===== config.mk =====
export PLATFORM = sky130hd
export DESIGN_NAME = sysarr_input_fifo_bank
export DESIGN_NICKNAME = d
export VERILOG_FILES = /design/src/rtl/sysarr_pkg.sv /design/src/rtl/sysarr_row_fifo.sv /design/src/rtl/sysarr_input_fifo_bank.sv
export SDC_FILE = /design/constraint.sdc
export NUM_CORES = 1
export LEC_CHECK = 0
export BUFFER_PORTS_ARGS = -buffer_cell sky130_fd_sc_hd__buf_2
export CAP_MARGIN = 25
export CORE_AREA = 5 5 288 262
export DETAILED_ROUTE_END_ITERATION = 10
export DIE_AREA = 0 0 293 267
export HOLD_SLACK_MARGIN = 0.12
export PLACE_DENSITY_LB_ADDON = 0.2
export SLEW_MARGIN = 20
export SYNTH_ARGS = -nofsm -noshare
export SYNTH_HDL_FRONTEND = slang
export SYNTH_SLANG_ARGS = --single-unit

===== constraint.sdc =====
create_clock -name CLK -period 6.52 [get_ports CLK]
set_input_delay 0.326 -clock CLK [delete_from_list [all_inputs] [get_ports CLK]]
set_output_delay 0.326 -clock CLK [all_outputs]
set_load 0.01 [all_outputs]

===== src/rtl/sysarr_pkg.sv =====
// Shared defaults and types for the systolic-array input path.
// Used by sysarr_row_fifo and sysarr_input_fifo_bank.
package sysarr_pkg;

  localparam int ARRAY_DIM_DEF = 4;
  localparam int DATA_W_DEF    = 16;

  typedef logic [15:0] fp16_t;

  // Index width that stays at least one bit wide for degenerate sizes.
  function automatic int idx_w(input int n);
    return (n > 1) ? $clog2(n) : 1;
  endfunction

  typedef logic [idx_w(ARRAY_DIM_DEF)-1:0] row_idx_t;
  typedef logic [idx_w(ARRAY_DIM_DEF)-1:0] elem_idx_t;

endpackage


===== src/rtl/sysarr_row_fifo.sv =====
// One row of the input FIFO bank: NSLOT whole-vector slots, presented
// one element at a time to the leftmost MAC of the row.
// Optional sticky error flags when SYSARR_INFIFO_ERR_EN is defined.
module sysarr_row_fifo
  import sysarr_pkg::*;
#(
  parameter int ARRAY_DIM = ARRAY_DIM_DEF,
  parameter int DATA_W    = DATA_W_DEF,
  parameter int NSLOT     = 2
) (
  input  logic                        CLK,
  input  logic                        nRST,
  input  logic                        load_en,
  input  logic [ARRAY_DIM*DATA_W-1:0] load_vec,
  input  logic                        shift,
  input  logic                        enable,
  output logic [DATA_W-1:0]           head_data,
  output logic                        valid,
  output logic                        has_space
`ifdef SYSARR_INFIFO_ERR_EN
  ,
  output logic                        overflow_err,
  output logic                        underflow_err
`endif
);

  localparam int PTR_W  = idx_w(NSLOT);
  localparam int CNT_W  = $clog2(NSLOT + 1);
  localparam int EIDX_W = idx_w(ARRAY_DIM);

  localparam logic [PTR_W-1:0]  PTR_LAST  = PTR_W'(NSLOT - 1);
  localparam logic [CNT_W-1:0]  CNT_FULL  = CNT_W'(NSLOT);
  localparam logic [EIDX_W-1:0] EIDX_LAST = EIDX_W'(ARRAY_DIM - 1);

  logic [ARRAY_DIM*DATA_W-1:0] mem_q [NSLOT];

  logic [PTR_W-1:0]  head_ptr_q, head_ptr_d;
  logic [PTR_W-1:0]  tail_ptr_q, tail_ptr_d;
  logic [CNT_W-1:0]  count_q, count_d;
  logic [EIDX_W-1:0] elem_idx_q, elem_idx_d;

  logic shift_ok;
  logic head_done;
  logic load_ok;
  logic [ARRAY_DIM*DATA_W-1:0] head_vec;

  // Slot pointers wrap by explicit compare so NSLOT need not be a power of 2.
  function automatic logic [PTR_W-1:0] ptr_inc(input logic [PTR_W-1:0] p);
    return (p == PTR_LAST) ? '0 : p + PTR_W'(1);
  endfunction

  assign shift_ok  = shift && (count_q != '0);
  assign head_done = shift_ok && (elem_idx_q == EIDX_LAST);
  // A full row can still accept when the same-edge shift frees the head slot.
  assign load_ok   = load_en && ((count_q != CNT_FULL) || head_done);

  assign valid     = (count_q != '0);
  assign has_space = (count_q != CNT_FULL);
  assign head_vec  = mem_q[head_ptr_q];
  assign head_data = (enable && valid) ? head_vec[elem_idx_q*DATA_W +: DATA_W] : '0;

  // Next-state for pointers, occupancy and element index.
  always_comb begin
    head_ptr_d = head_ptr_q;
    tail_ptr_d = tail_ptr_q;
    count_d    = count_q;
    elem_idx_d = elem_idx_q;

    if (shift_ok) begin
      if (head_done) begin
        elem_idx_d = '0;
        head_ptr_d = ptr_inc(head_ptr_q);
      end else begin
        elem_idx_d = elem_idx_q + EIDX_W'(1);
      end
    end

    if (load_ok) begin
      tail_ptr_d = ptr_inc(tail_ptr_q);
    end

    case ({load_ok, head_done})
      2'b10:   count_d = count_q + CNT_W'(1);
      2'b01:   count_d = count_q - CNT_W'(1);
      default: count_d = count_q;
    endcase
  end

  // Control state register; reset empties the row immediately.
  always_ff @(posedge CLK or negedge nRST) begin
    if (!nRST) begin
      head_ptr_q <= '0;
      tail_ptr_q <= '0;
      count_q    <= '0;
      elem_idx_q <= '0;
    end else begin
      head_ptr_q <= head_ptr_d;
      tail_ptr_q <= tail_ptr_d;
      count_q    <= count_d;
      elem_idx_q <= elem_idx_d;
    end
  end

  // Slot storage carries no reset; stale contents are hidden by count.
  always_ff @(posedge CLK) begin
    if (load_ok) begin
      mem_q[tail_ptr_q] <= load_vec;
    end
  end

`ifdef SYSARR_INFIFO_ERR_EN
  logic overflow_q;
  logic underflow_q;

  // Sticky flags: dropped load and shift-while-empty; cleared only by reset.
  always_ff @(posedge CLK or negedge nRST) begin
    if (!nRST) begin
      overflow_q  <= 1'b0;
      underflow_q <= 1'b0;
    end else begin
      if (load_en && !load_ok)       overflow_q  <= 1'b1;
      if (shift && (count_q == '0))  underflow_q <= 1'b1;
    end
  end

  assign overflow_err  = overflow_q;
  assign underflow_err = underflow_q;
`endif

endmodule


===== src/rtl/sysarr_input_fifo_bank.sv =====
// Bank of ARRAY_DIM per-row input FIFOs feeding the systolic-array rows.
// Define SYSARR_INFIFO_ERR_EN to add sticky overflow_err/underflow_err outputs.
module sysarr_input_fifo_bank
  import sysarr_pkg::*;
#(
  parameter int ARRAY_DIM = ARRAY_DIM_DEF,
  parameter int DATA_W    = DATA_W_DEF,
  parameter int NSLOT     = 2
) (
  input  logic                          CLK,
  input  logic                          nRST,
  input  logic                          input_load,
  input  logic [idx_w(ARRAY_DIM)-1:0]   input_row,
  input  logic [ARRAY_DIM*DATA_W-1:0]   load_data,
  input  logic [ARRAY_DIM-1:0]          fifo_shift,
  input  logic [ARRAY_DIM-1:0]          fifo_enable,
  output logic [ARRAY_DIM*DATA_W-1:0]   row_data,
  output logic [ARRAY_DIM-1:0]          row_valid,
  output logic                          fifo_has_space
`ifdef SYSARR_INFIFO_ERR_EN
  ,
  output logic [ARRAY_DIM-1:0]          overflow_err,
  output logic [ARRAY_DIM-1:0]          underflow_err
`endif
);

  localparam int ROW_W = idx_w(ARRAY_DIM);

  logic [ARRAY_DIM-1:0] load_en;
  logic [ARRAY_DIM-1:0] has_space;

  genvar gi;
  generate
    for (gi = 0; gi < ARRAY_DIM; gi++) begin : g_row
      // Row decode; an out-of-range row index matches no instance.
      assign load_en[gi] = input_load && (input_row == ROW_W'(gi));

      sysarr_row_fifo #(
        .ARRAY_DIM (ARRAY_DIM),
        .DATA_W    (DATA_W),
        .NSLOT     (NSLOT)
      ) u_row (
        .CLK           (CLK),
        .nRST          (nRST),
        .load_en       (load_en[gi]),
        .load_vec      (load_data),
        .shift         (fifo_shift[gi]),
        .enable        (fifo_enable[gi]),
        .head_data     (row_data[gi*DATA_W +: DATA_W]),
        .valid         (row_valid[gi]),
        .has_space     (has_space[gi])
`ifdef SYSARR_INFIFO_ERR_EN
        ,
        .overflow_err  (overflow_err[gi]),
        .underflow_err (underflow_err[gi])
`endif
      );
    end
  endgenerate

  assign fifo_has_space = &has_space;

endmodule


-- Word level (Yosys, flattened, before mapping)
Memory sizes are Yosys's and may differ from the RTL's.
Cells that the tools add are included.
- bits in registers: 24
- memory bits (writable): 512
- output and inout port bits: 69
- word-level logic and storage cells: 129
- memories kept: 4
- memories (memory ; depth ; bits a word ; rd ports ; clocked after memory_dff ; write ports ; RTL line ; text):
    g_row[0].u_row.mem_q ; 2 ; 64 ; 1 ; 0 ; 1 ; sysarr_row_fifo.sv:35 ; logic [ARRAY_DIM*DATA_W-1:0] mem_q [NSLOT];
    g_row[1].u_row.mem_q ; 2 ; 64 ; 1 ; 0 ; 1 ; sysarr_row_fifo.sv:35 ;
    g_row[2].u_row.mem_q ; 2 ; 64 ; 1 ; 0 ; 1 ; sysarr_row_fifo.sv:35 ;
    g_row[3].u_row.mem_q ; 2 ; 64 ; 1 ; 0 ; 1 ; sysarr_row_fifo.sv:35 ;
- add/subtract/negate cells: 20
- equal/unequal tests: 19
- shift-type cells: 4
- multiplexer cells: 28
- reduce and logical (&&, ||, !) cells: 38
- operator list (cell ; number):
    64-bit by 7-bit indexed part select with 16-bit output ; 4
    16-bit 2-to-1 mux ; 4
    2-bit equality test, second input constant ; 10
    1-bit logical AND ; 20
    2-bit by 1-bit adder with 2-bit output, second input constant ; 8
    1-bit 2-to-1 mux ; 16
    2-bit one-hot mux with 2 select lines ; 4
    2-bit nonzero test ; 8
    2-bit by 1-bit equality test with 1-bit output, second input constant ; 5
    1-bit adder, second input constant ; 8
    2-bit 2-to-1 mux ; 4
    2-bit != test, second input constant ; 4
    2-bit AND reduction ; 4
    2-bit by 1-bit subtractor with 2-bit output, second input constant ; 4
    1-bit logical OR ; 4
    4-bit AND reduction ; 1
    2-bit zero test ; 1

-- Longest topological paths before layout
Gate-level depths: netlist (run 1).
- depth after elaboration: 7
- gate-level depth with buffers: 7
- depth with buffers taken out: 7

-- By module
From an unflattened synthesis (run 1), not the netlist that was laid out.
- cells, all modules: 1245
- area, all modules: 21922.3 µm²
- by module, submodules not included (module ; instances ; cells an instance ; area each (µm²) ; seq. area each (µm²)):
    sysarr_row_fifo ; 4 ; 310 ; 5469.0 ; 3993.8
    sysarr_input_fifo_bank ; 1 ; 5 ; 46.3 ; 0.0

-- Least setup slack after synthesis (run 1)
OpenSTA, ideal clock, no wires.
- path kind: register to register
- start: register g_row[2].u_row.elem_idx_q[0]
- end: memory g_row[2].u_row.mem_q[0][0] in the netlist's numbering (enable)
- library setup time: 0.494 ns
- arrival: 3.820 ns
- data required time: 6.026 ns
- path slack: 2.207 ns
- stages on the path, launching flop included: 5
- path buffers: 0
- clock period less this slack: 4.313 ns
- cell sequence: dfrtp_1 -> ha_1 -> nand2_1 -> a21oi_1 -> nor2b_1
- word-level cells in the longest chain between the ends: 6
- ends and longest elaborated chain (item ; RTL line ; text):
    start: declaration ; sysarr_row_fifo.sv:40 ; logic [EIDX_W-1:0] elem_idx_q, elem_idx_d;
    start signal: assignment ; sysarr_row_fifo.sv:100 ; elem_idx_q <= elem_idx_d;
    2-bit equality test ; sysarr_row_fifo.sv:53 ; assign head_done = shift_ok && (elem_idx_q == EIDX_LAST);
    1-bit logical AND ; sysarr_row_fifo.sv:53 ;
    1-bit logical OR ; sysarr_row_fifo.sv:55 ; assign load_ok = load_en && ((count_q != CNT_FULL) || head_done);
    1-bit logical AND ; sysarr_row_fifo.sv:55 ;
    1-bit 2-to-1 mux ; sysarr_row_fifo.sv:106 ; if (load_ok) begin
    1-bit 2-to-1 mux (implied by the code) ; sysarr_row_fifo.sv:107 ; mem_q[tail_ptr_q] <= load_vec;
    end: declaration ; sysarr_row_fifo.sv:35 ;
No other way between the ends.

-- Final worst setup path (run 1)
- start: register g_row[3].u_row.head_ptr_q
- end: output port row_data[56]
- word-level cells in the longest chain between the ends: 3
- ends and longest elaborated chain (item ; RTL line ; text):
    start: declaration ; sysarr_row_fifo.sv:37 ; logic [PTR_W-1:0] head_ptr_q, head_ptr_d;
    start signal: assignment ; sysarr_row_fifo.sv:97 ; head_ptr_q <= head_ptr_d;
    memory 2 x 64 bit ; n/a ;
    64-bit by 7-bit indexed part select with 16-bit output ; sysarr_row_fifo.sv:60 ; assign head_data = (enable && valid) ? head_vec[elem_idx_q*DATA_W +: DATA_W] : '0;
    16-bit 2-to-1 mux ; sysarr_row_fifo.sv:60 ;
    end: declaration ; sysarr_input_fifo_bank.sv:17 ; output logic [ARRAY_DIM*DATA_W-1:0] row_data,
No other way between the ends.

==> summary.md, run 1 <==
| Metric | Value |
|---|---|
| Status | `finished, final reports clean` |
| Largest family of logic cells by synthesized area | `multiplexers` |
| Place WS | `3470 ps` |
| Filler-free cell count of the finished design | `2462` |
| # clock sinks | `536` |
| Setup ws final | `3000 ps` |
| Final setup skew | `21.5 ps` |
| Setup TNS | `0 ps` |
| Slowest CP cell | `dfrtp_4` |
| CP bufs+invs | `2` |
| Fmax | `284 MHz` |
| IO buf count | `145` |
| Die Area | `78200 um2` |
| Flop pwr share | `42.1%` |
| Fin area | `25500 um2` |
| Clock power share | `28.3%` |
| Reg2reg path depth | `5` |
| WS Path Type | `reg -> out` |
| Asr flop ratio synth | `4.48%` |
| CP top delay family | `buffers and inverters` |
| Placer Congestion | `0.756` |
| Worst hold path class | `in -> reg` |
| Worst path required time | `6190 ps` |
| Compound-Gate Fraction of Synth Area | `6.48%` |
| Final setup viols | `0` |
| CTS Hold Bufs | `67` |
| Initial Utilization | `29.6%` |
| Hold path cells | `3` |
| #FFs+latches synth | `536` |
| RSZ-0062 raised after global routing | `no` |
| Peak VDD IR | `0.216 mV` |
| CP startpoint kind | `flop` |
| Vias/cell | `4.84` |
| Critical path arrival | `3200 ps` |
| Clock tree buffer depth | `3` |
| Ports | `146` |
| Post-synth EDFFs | `512` |
| Fillcell total | `6914` |
| Worst slew pin tran | `1010 ps` |
| Core area | `72300 um2` |
| Via count | `11.9k` |
| Num CTS Buffers | `57` |
| Final core occ | `35.3%` |
| Dpl hpwl | `37900 um` |
| Post-Synth XOR/XNOR Area | `0.653%` |
| Final min period | `3520 ps` |
| DP Area | `23100 um2` |
| Internal Pwr Total | `6.91 mW` |
| Vias in the first global route | `12.3k` |
| Total gr overflow | `0` |
| Drt pass-1 iters | `4` |
| Average cell area after synthesis | `17.4 um2` |
| Final hold vios | `0` |
| Layout cells sized above 1 | `31.0%` |
| Syn-to-layout area delta | `19.0%` |
| Initial antenna violation count | `12` |
| Max stage delay on crit path | `790 ps` |
| DRT iter0 DRCs | `880` |
| Post-synthesis cell count | `1229` |
| Fin nets | `1545` |
| CTS tree | `done` |
| Largest net degree at the start of global routing | `65` |
| Netlist cell types | `46` |
| Drt total wl | `60500 um` |
| Overall global routing resource usage | `15.2%` |
| # Max-Cap Violations | `0` |
| Post-DRT Antenna Nets | `0` |
| Simple-Gate Fraction of Synth Area | `4.95%` |
| Ys flop type | `edfxtp_1` |
| Ratio of final minimum period to clock period | `54.0%` |
| Stages on the worst setup path | `5` |
| CTS H-tree lvls | `2` |
| Chip width | `293 um` |
| Leakage | `8.38 nW` |
| Sequential share of the synthesized area | `74.5%` |
| Crit path capture type | `output pin` |
| Syn Nets | `1312` |
| Mux cell area share after synthesis | `10.3%` |
| DP Cell Count | `2292` |
| Row cnt | `94` |
| Post-CTS setup buffers | `0` |
| Sw frac | `34.0%` |
| Die Height | `267 um` |
| Crit-path cells | `buf_4 > mux2_2 > o21ai_0 > nor3_1 > buf_2` |
| Hold Slack | `164 ps` |
| CTS resizes | `0` |
| Synth warn | `0` |
| Maximum fanout along the worst path | `42` |
| Post-synthesis adder-cell area fraction | `0.350%` |
| Tot Pwr | `10.5 mW` |
| Clk root buf | `clkbuf_16` |
| First-pass GRT wire length | `86700 um` |
| Mapped cell area | `21400 um2` |
| Slew Viols, Final | `0` |
| Combinational power share | `29.6%` |
| DR WL/cell | `24.6 um` |
| PwrDens | `410 nW/um2` |
| Worst skew pair latency | `600 ps` |
| Clk pin slew, worst setup/hold paths | `60 ps` |
| DRC | `0` |
| Net switching power | `3.56 mW` |
| Relative slew slack | `32.3%` |
## tightest hold or removal path, cell delays in order
cell and delay, ps:
buf_2 100, and3_1 210, xor2_1 80
## layer usage
metal	share of wire (%)	global-route usage, %
met4	2.0	3.31
met5	0.061	0
met3	5.9	2.87
met2	46	24.5
met1	46	21.4
## cells in the mapped netlist (5+ instances only)
| cell | n | area [um2] |
|---|---|---|
| nand2_1 | 10 | 37.5 |
| mux2_2 | 193 | 2170 |
| nor2b_1 | 70 | 438 |
| xor2_1 | 6 | 52.6 |
| ha_1 | 6 | 75.1 |
| o22ai_1 | 63 | 394 |
| nor3_1 | 66 | 330 |
| edfxtp_1 | 512 | 15400 |
| a211oi_1 | 63 | 473 |
| clkbuf_2 | 9 | 45.0 |
| a21o_1 | 5 | 37.5 |
| o21ai_0 | 67 | 335 |
| nand2b_1 | 5 | 31.3 |
| xnor2_1 | 10 | 87.6 |
| dfrtp_1 | 24 | 601 |
| buf_6 | 31 | 349 |
| inv_1 | 5 | 18.8 |
| nor2_1 | 7 | 26.3 |
| buf_2 | 10 | 50.1 |
| buf_4 | 14 | 105 |
## worst paths after layout
path / to / slack [ps] / from
min: g_row[1].u_row.head_ptr_q$_DFFE_PN0P_ / 160 / fifo_shift[1]
min in group asynchronous: g_row[3].u_row.count_q[1]$_DFFE_PN0P_ / 280 / nRST
min reg2reg: g_row[1].u_row.count_q[1]$_DFFE_PN0P_ / 520 / g_row[1].u_row.count_q[1]$_DFFE_PN0P_
max reg2reg: g_row[1].u_row.mem_q[1][55]$_DFFE_PP_ / 3590 / g_row[1].u_row.elem_idx_q[1]$_DFFE_PN0P_
max in group asynchronous: g_row[1].u_row.head_ptr_q$_DFFE_PN0P_ / 5780 / nRST
max: row_data[56] / 3000 / g_row[3].u_row.head_ptr_q$_DFFE_PN0P_
## cell type report
cell class,count,area (um2),area share [%]
timing repair buffer,242,1710,6.69
tap,960,1200,4.71
antenna,1,2.50,0.00980
sequential,536,16000,62.6
inverter,5,18.8,0.0735
multi-input combinational,620,4940,19.4
clock buffer,68,1470,5.75
clock inverter,30,199,0.779
## sequential cells by signal, indices dropped and copies added, names as in the netlist
name	count
g_row.u_row.count_q	8
g_row.u_row.elem_idx_q	8
g_row.u_row.mem_q	512
g_row.u_row.tail_ptr_q	4
g_row.u_row.head_ptr_q	4
## layout by cell type (no fill, tap or decap), drive strengths merged, types with 2 or more instances in the layout
cell type / instances
nand2: 10
buf: 175
inv: 7
clkbuf: 68
nor2b: 70
and4: 2
o21ai: 69
nor3: 68
nor2: 7
and2: 2
a211oi: 66
o22ai: 64
clkinv: 24
xor2: 6
xnor2: 10
a21oi: 3
dfrtp: 24
nand2b: 5
dlygate4sd3: 67
nand3: 3
clkinvlp: 2
or2: 8
ha: 6
edfxtp: 512
mux2: 197
o21a: 5
a21o: 5
or2b: 3
bufinv: 2
## logic make-up after synthesis
| family | after synthesis |
|---|---|
| flops | 536 |
| simple gates | 185 |
| xor+xnor | 16 |
| mux | 197 |
| fa+ha+maj | 6 |
| buf+inv | 73 |
| compound gates | 216 |
## power by group through the flow
stage / Combinational, mW / Clock, mW / Sequential (mW)
floorplan: 2.14 / 0 / 4.27
global placement: 3.07 / 0 / 4.48
detailed placement: 3.08 / 0 / 4.49
CTS: 3.13 / 3.05 / 4.42
global route: 3.32 / 3.21 / 4.45
finish: 3.10 / 2.97 / 4.41
Note: power is estimated with default switching activity, not from simulation.
==> run 2: changes to the inputs <==
--- a/config.mk
+++ b/config.mk
@@ -5,11 +5,12 @@
 export SDC_FILE = /design/constraint.sdc
 export NUM_CORES = 1
 export LEC_CHECK = 0
+export ABC_AREA = 1
 export BUFFER_PORTS_ARGS = -buffer_cell sky130_fd_sc_hd__buf_2
 export CAP_MARGIN = 25
-export CORE_AREA = 5 5 288 262
+export CORE_AREA = 5 5 289 263
 export DETAILED_ROUTE_END_ITERATION = 10
-export DIE_AREA = 0 0 293 267
+export DIE_AREA = 0 0 294 268
 export HOLD_SLACK_MARGIN = 0.12
 export PLACE_DENSITY_LB_ADDON = 0.2
 export SLEW_MARGIN = 20
==> constraint.sdc (replaced) <==
create_clock -name CLK -period 3.33 [get_ports CLK]
set_input_delay 0.1665 -clock CLK [delete_from_list [all_inputs] [get_ports CLK]]
set_output_delay 0.1665 -clock CLK [all_outputs]
set_load 0.01 [all_outputs]
==> run 2 against run 1 <==
Effect of this change: power up 110%; critical path depth up 2; cell count up 17%; utilization up 0.17 points.
==> summary.md, run 2 <==
| Metric | Value |
|---|---|
| Worst slew pin tran | `836 ps` |
| Clock tree buffer depth | `3` |
| Average cell area after synthesis | `12.8 um2` |
| Clk root buf | `clkbuf_16` |
| Slack of the worst reg-to-reg path | `1070 ps` |
| Slowest CP cell | `nor2_1` |
| Post-synthesis cell count | `1676` |
| Syn-to-layout area delta | `19.6%` |
| Sequential share of the synthesized area | `74.3%` |
| # clock sinks | `536` |
| Stages on the worst setup path | `7` |
| Row cnt | `94` |
| Vias in the first global route | `14.2k` |
| IO buf count | `145` |
| Most common cell after layout, fill and taps aside | `edfxtp_1` |
| DP Cell Count | `2720` |
| Net switching power | `8.26 mW` |
| Inserted Diodes | `0` |
| Initial antenna violation count | `0` |
| Final hold vios | `0` |
| Clk pin slew, worst setup/hold paths | `60 ps` |
| Final core occ | `35.5%` |
| Filler-free cell count of the finished design | `2892` |
| Netlist cell types | `34` |
| Drt total wl | `66700 um` |
| Post-synth EDFFs | `512` |
| CP bufs+invs | `3` |
| Internal Pwr Total | `13.4 mW` |
| Synth warn | `0` |
| Setup TNS | `0 ps` |
| Most frequent cell after synthesis | `edfxtp_1` |
| Crit-path cells | `inv_2 > buf_4 > nor2_1 > o211ai_1 > nand2_1 > nor2_1 > buf_2` |
| Syn Nets | `1759` |
| Worst hold path class | `in -> async` |
| Final setup skew | `22.7 ps` |
| Slew Viols, Final | `0` |
| Combinational power share | `34.7%` |
| Cell taking the most area after synthesis | `edfxtp_1` |
| Leakage | `8.83 nW` |
| Final setup viols | `0` |
| WS Path Type | `reg -> out` |
| Largest registers | `g_row.u_row.mem_q x512, g_row.u_row.count_q x8, g_row.u_row.elem_idx_q x8` |
| Critical path arrival | `2840 ps` |
| Crit path capture type | `output pin` |
| Core area | `72600 um2` |
| Ratio of final minimum period to clock period | `90.2%` |
| Via count | `14.2k` |
| DRC | `0` |
| Max reg flops | `512` |
| Num CTS Buffers | `54` |
| # Max-Cap Violations | `0` |
| Chip width | `294 um` |
| Overall global routing resource usage | `16.5%` |
| Status | `finished, final reports clean` |
| Vias/cell | `4.93` |
| PwrDens | `843 nW/um2` |
| Largest net degree at the start of global routing | `66` |
| Total gr overflow | `0` |
| Sw frac | `38.0%` |
| Fin nets | `1973` |
| Maximum fanout along the worst path | `25` |
| First-pass GRT wire length | `95700 um` |
| Relative slew slack | `44.2%` |
| Dpl hpwl | `42700 um` |
| Layout cells sized above 1 | `16.1%` |
| CTS resizes | `0` |
| Fmax | `333 MHz` |
| Final min period | `3000 ps` |
| Placer Congestion | `0.810` |
| Max stage delay on crit path | `420 ps` |
| Clock power share | `27.0%` |
| Yosys top cell area share | `71.5%` |
| Most area-consuming cells after synthesis | `edfxtp_1, nor2_1, o21ai_0` |
| Post-DRT Antenna Nets | `0` |
| DR WL/cell | `23.0 um` |
| Mapped cell area | `21500 um2` |
| CTS tree | `done` |
| Worst skew pair latency | `610 ps` |
| Worst reg2reg startpoint | `g_row[0].u_row.elem_idx_q[0]$_DFFE_PN0P_` |
| Die Height | `268 um` |
| Initial Utilization | `29.6%` |
| #FFs+latches synth | `536` |
| Ys flop type | `edfxtp_1` |
| Drt pass-1 iters | `5` |
| RSZ-0062 raised after global routing | `no` |
| CP startpoint kind | `flop` |
| Ports | `146` |
| Asr flop ratio synth | `4.48%` |
| DRT iter0 DRCs | `1063` |
| Die Area | `78800 um2` |
| Flop pwr share | `38.3%` |
| Cell mode on critical path | `nor2_1` |
| Commonest non-fill, non-tap cells in the layout | `edfxtp_1, nor2_1, o21ai_0, buf_2, nand2_1` |
| Post-synth top cells | `edfxtp_1, nor2_1, o21ai_0` |
| CP top delay family | `buffers and inverters` |
| RR Endpoint | `g_row[0].u_row.mem_q[1][13]$_DFFE_PP_` |
| Reg with most FFs | `g_row.u_row.mem_q` |
| Reg2reg path depth | `6` |
| Peak VDD IR | `0.449 mV` |
| CTS H-tree lvls | `2` |
| Worst path required time | `3160 ps` |
==> run 2: changes by cell type after synthesis, sizes merged, moves of 30 or more <==
cell    change
o211ai     +64
nor2b      -70
inv        +30
nor2      +462
nand2      +80
mux2      -193
a211oi     -66
o21ai     +193
nor3       -66
==> run 2: worst max path at each step <==
stage                                                  start                                    to
finish                 g_row[3].u_row.head_ptr_q$_DFFE_PN0P_                          row_data[55]
global route        g_row[3].u_row.elem_idx_q[0]$_DFFE_PN0P_                          row_data[56]
CTS                 g_row[3].u_row.elem_idx_q[0]$_DFFE_PN0P_                          row_data[56]
detailed placement  g_row[0].u_row.elem_idx_q[0]$_DFFE_PN0P_                           row_data[5]
global placement    g_row[3].u_row.elem_idx_q[0]$_DFFE_PN0P_                          row_data[56]
floorplan           g_row[2].u_row.elem_idx_q[0]$_DFFE_PN0P_  g_row[2].u_row.mem_q[0][0]$_DFFE_PP_
==> run 2: power by group through the flow <==
stage                     combinational [mW]  sequential [mW]  clock [mW]
after global routing                    8.28             8.36        6.28
after floorplan                         4.75             8.32           0
after CTS                               7.63             8.31        5.99
after detailed placement                7.53             8.45           0
final                                   7.54             8.31        5.86
after global placement                  7.50             8.44           0
==> run 2: repair_timing <==
| action | CTS | global route |
|---|---|---|
| buffers inserted | 0 | 0 |
| endpoints found under the hold margin | 556 | 0 |
| hold buffers | 74 | 0 |
==> run 2: worst register-to-register path: stages (launching register included) <==
cell,delay [ps]
dfrtp_2,530
ha_1,240
nand2_1,140
nand2_1,120
nand2_1,100
nor2_4,510
buf_12,300
==> run 2: per-stage QoR <==
| step | hold slack, ps | worst slack (ps) | area [um2] | power (mW) |
|---|---|---|---|---|
| finish | 137 | 327 | 25700 | 21.7 |
| global route | 170 | 224 | 25700 | 22.9 |
| CTS | 125 | 327 | 25700 | 21.9 |
| detailed placement | 239 | 995 | 23300 | 16.0 |
| global placement | 234 | 996 | 23300 | 15.9 |
| floorplan | -129 | 317 | 21500 | 13.1 |
==> run 2: final cells by class <==
cell class	instances	area, um2
clock buffers	63	1410
clock inverters	35	267
fillers	7098	46800
inverters	35	133
multi-input cells	1001	4810
flip-flops and latches	536	16000
well taps	960	1200
repair buffers	262	1930
==> run 2: cell families after synthesis <==
logic type	after synthesis	share of synthesized area (%)
adder cells (fa/ha/maj)	6	0.349
buffers and inverters	139	3.53
multiplexers	4	0.209
AND/OR/NAND/NOR	583	10.8
AO/OA/AOI/OAI	399	10.5
flip-flops	536	74.3
XOR/XNOR	9	0.367
==> run 2: metal layers <==
layer | GRT usage [%] | wire length (um) | vias to the layer above
met5 | 0 | 0 | -
met4 | 3.69 | 1230 | 0
met3 | 2.75 | 3710 | 75
met2 | 26.5 | 30900 | 402
met1 | 23.6 | 30800 | 7295
li1 | - | - | 6475
==> run 3: changes to the inputs <==
--- a/config.mk
+++ b/config.mk
@@ -6,7 +6,7 @@
 export NUM_CORES = 1
 export LEC_CHECK = 0
 export ABC_AREA = 1
-export BUFFER_PORTS_ARGS = -buffer_cell sky130_fd_sc_hd__buf_2
+export BUFFER_PORTS_ARGS = -buffer_cell sky130_fd_sc_hd__buf_4
 export CAP_MARGIN = 25
 export CORE_AREA = 5 5 289 263
 export DETAILED_ROUTE_END_ITERATION = 10
==> run 3 against run 2 <==
Effect of this change: register-to-register slack worse by 70 ps; flip-flop and latch count is the same; sequential share of layout area is 0.97 points lower; wire length shrank 0.40%; critical path depth shrank 1; clock skew is 1.6 ps lower; hold slack improved by 240 ps; combinational power grew 3.8%; utilization grew 0.56 points; global-route usage about the same.
==> summary.md, run 3 (synthesis results as in run 2) <==
| Metric | Value |
|---|---|
| Initial antenna violation count | `2` |
| Fin nets | `1968` |
| Reg with most FFs | `g_row.u_row.mem_q` |
| Final min period | `3080 ps` |
| Filler-free cell count of the finished design | `2887` |
| Overall global routing resource usage | `16.5%` |
| Total gr overflow | `0` |
| Placer Congestion | `0.827` |
| Final setup skew | `21.1 ps` |
| Drt pass-1 iters | `5` |
| Flop pwr share | `37.7%` |
| Net switching power | `8.33 mW` |
| Num CTS Buffers | `54` |
| Maximum fanout along the worst path | `44` |
| Sw frac | `37.7%` |
| DP Cell Count | `2713` |
| Worst path required time | `3160 ps` |
| Critical path arrival | `2910 ps` |
| # clock sinks | `536` |
| Dpl hpwl | `42200 um` |
| Worst reg2reg startpoint | `g_row[0].u_row.elem_idx_q[0]$_DFFE_PN0P_` |
| Die Height | `268 um` |
| Critical Path Source | `g_row[2].u_row.head_ptr_q$_DFFE_PN0P_` |
| Hold path cells | `2` |
| Status | `finished, final reports clean` |
| Hold Path Origin | `load_data[19]` |
| Reg2reg path depth | `6` |
| CTS H-tree lvls | `2` |
| Clock tree buffer depth | `3` |
| Relative slew slack | `32.1%` |
| Final setup viols | `0` |
| # Max-Cap Violations | `0` |
| Fmax | `325 MHz` |
| Largest net degree at the start of global routing | `66` |
| Final hold vios | `0` |
| DR WL/cell | `23.0 um` |
| Max reg flops | `512` |
| Worst hold path class | `in -> reg` |
| Via count | `14.2k` |
| Inserted Diodes | `0` |
| Syn-to-layout area delta | `21.5%` |
| Clk pin slew, worst setup/hold paths | `60 ps` |
| IO buf count | `145` |
| Row cnt | `94` |
| Worst skew pair latency | `610 ps` |
| Largest registers | `g_row.u_row.mem_q x512, g_row.u_row.count_q x8, g_row.u_row.elem_idx_q x8` |
| CP startpoint kind | `flop` |
| Slew Viols, Final | `0` |
| Hold Slack | `378 ps` |
| Peak VDD IR | `0.480 mV` |
| Layout cells sized above 1 | `15.8%` |
| Die Area | `78800 um2` |
| Crit path capture type | `output pin` |
| DRC | `0` |
| PwrDens | `847 nW/um2` |
| Ratio of final minimum period to clock period | `92.3%` |
| Worst slew pin tran | `1020 ps` |
| Internal Pwr Total | `13.8 mW` |
| CTS tree | `done` |
| Vias/cell | `4.92` |
| DRT iter0 DRCs | `1293` |
| Slack of the worst reg-to-reg path | `1000 ps` |
| Initial Utilization | `29.6%` |
| Drt total wl | `66400 um` |
| Commonest non-fill, non-tap cells in the layout | `edfxtp_1, nor2_1, o21ai_0, buf_4, nand2_1` |
| Setup TNS | `0 ps` |
| Clock power share | `26.9%` |
| Clk root buf | `clkbuf_16` |
| Chip width | `294 um` |
| Most common cell after layout, fill and taps aside | `edfxtp_1` |
| Core area | `72600 um2` |
| Leakage | `8.90 nW` |
| Post-DRT Antenna Nets | `0` |
| WS Path Type | `reg -> out` |
| Ports | `146` |
| Combinational power share | `35.4%` |
| RSZ-0062 raised after global routing | `no` |
| First-pass GRT wire length | `96800 um` |
| Vias in the first global route | `14.3k` |
run 3: cell count changes in the layout (fill, tap and decap cells not counted), sizes merged:
| cell | change |
|---|---|
| buf | -6 |
| bufinv | +1 |
| clkbuf | +6 |
| clkinv | -11 |
| clkinvlp | +4 |
| dlygate4sd3 | +1 |
run 3: layout make-up:
cell class,count,area [um2]
Inverter,35,133
Timing Repair Buffer,257,2300
Sequential cell,536,16000
Tap cell,960,1200
Clock buffer,69,1430
Clock inverter,29,274
Multi-Input combinational cell,1001,4810
Fill cell,6997,46400
run 3: worst paths after layout:
check                                                        end
setup / recovery                                    row_data[36]
setup reg to reg           g_row[0].u_row.mem_q[0][55]$_DFFE_PP_
hold / removal             g_row[2].u_row.mem_q[0][19]$_DFFE_PP_
hold reg to reg            g_row[0].u_row.tail_ptr_q$_DFFE_PN0P_
max in group asynchronous  g_row[0].u_row.head_ptr_q$_DFFE_PN0P_
min in group asynchronous  g_row[3].u_row.count_q[1]$_DFFE_PN0P_
run 3: timing repair:
| item | CTS | global route |
|---|---|---|
| hold endpoints to repair | 555 | 0 |
| resized for setup | 0 | 0 |
| buffers inserted | 0 | 0 |
| hold buffers | 76 | 0 |
run 3: metal layers:
metal / track usage, % / vias up / wire length, um
met5: 0 / - / 13
met4: 3.65 / 2 / 1300
met3: 2.69 / 85 / 4350
met2: 26.8 / 440 / 30700
met1: 23.5 / 7223 / 30100
li1: - / 6446 / -
run 3: through the flow:
stage	utilization, %	power (mW)	worst slack [ps]	cell area [um2]
CTS	36.0	22.4	200	26100
global placement	32.6	16.3	873	23700
detailed placement	32.6	16.3	881	23700
floorplan	-	13.1	317	21500
global route	36.0	23.3	70.7	26100
finish	36.0	22.1	255	26100
run 3: worst max-delay path: stages, from the launching register on:
cell and delay [ps]:
dfrtp_2 660, buf_4 540, o21ai_0 190, o22ai_1 190, nor2_1 70, nor2_1 400, buf_4 210
run 3: power by group through the flow:
stage	Clock (mW)	Combinational (mW)	Sequential [mW]
finish	5.95	7.83	8.35
CTS	6.10	7.93	8.35
global placement	0	7.80	8.48
detailed placement	0	7.83	8.49
floorplan	0	4.75	8.32
global route	6.37	8.55	8.42
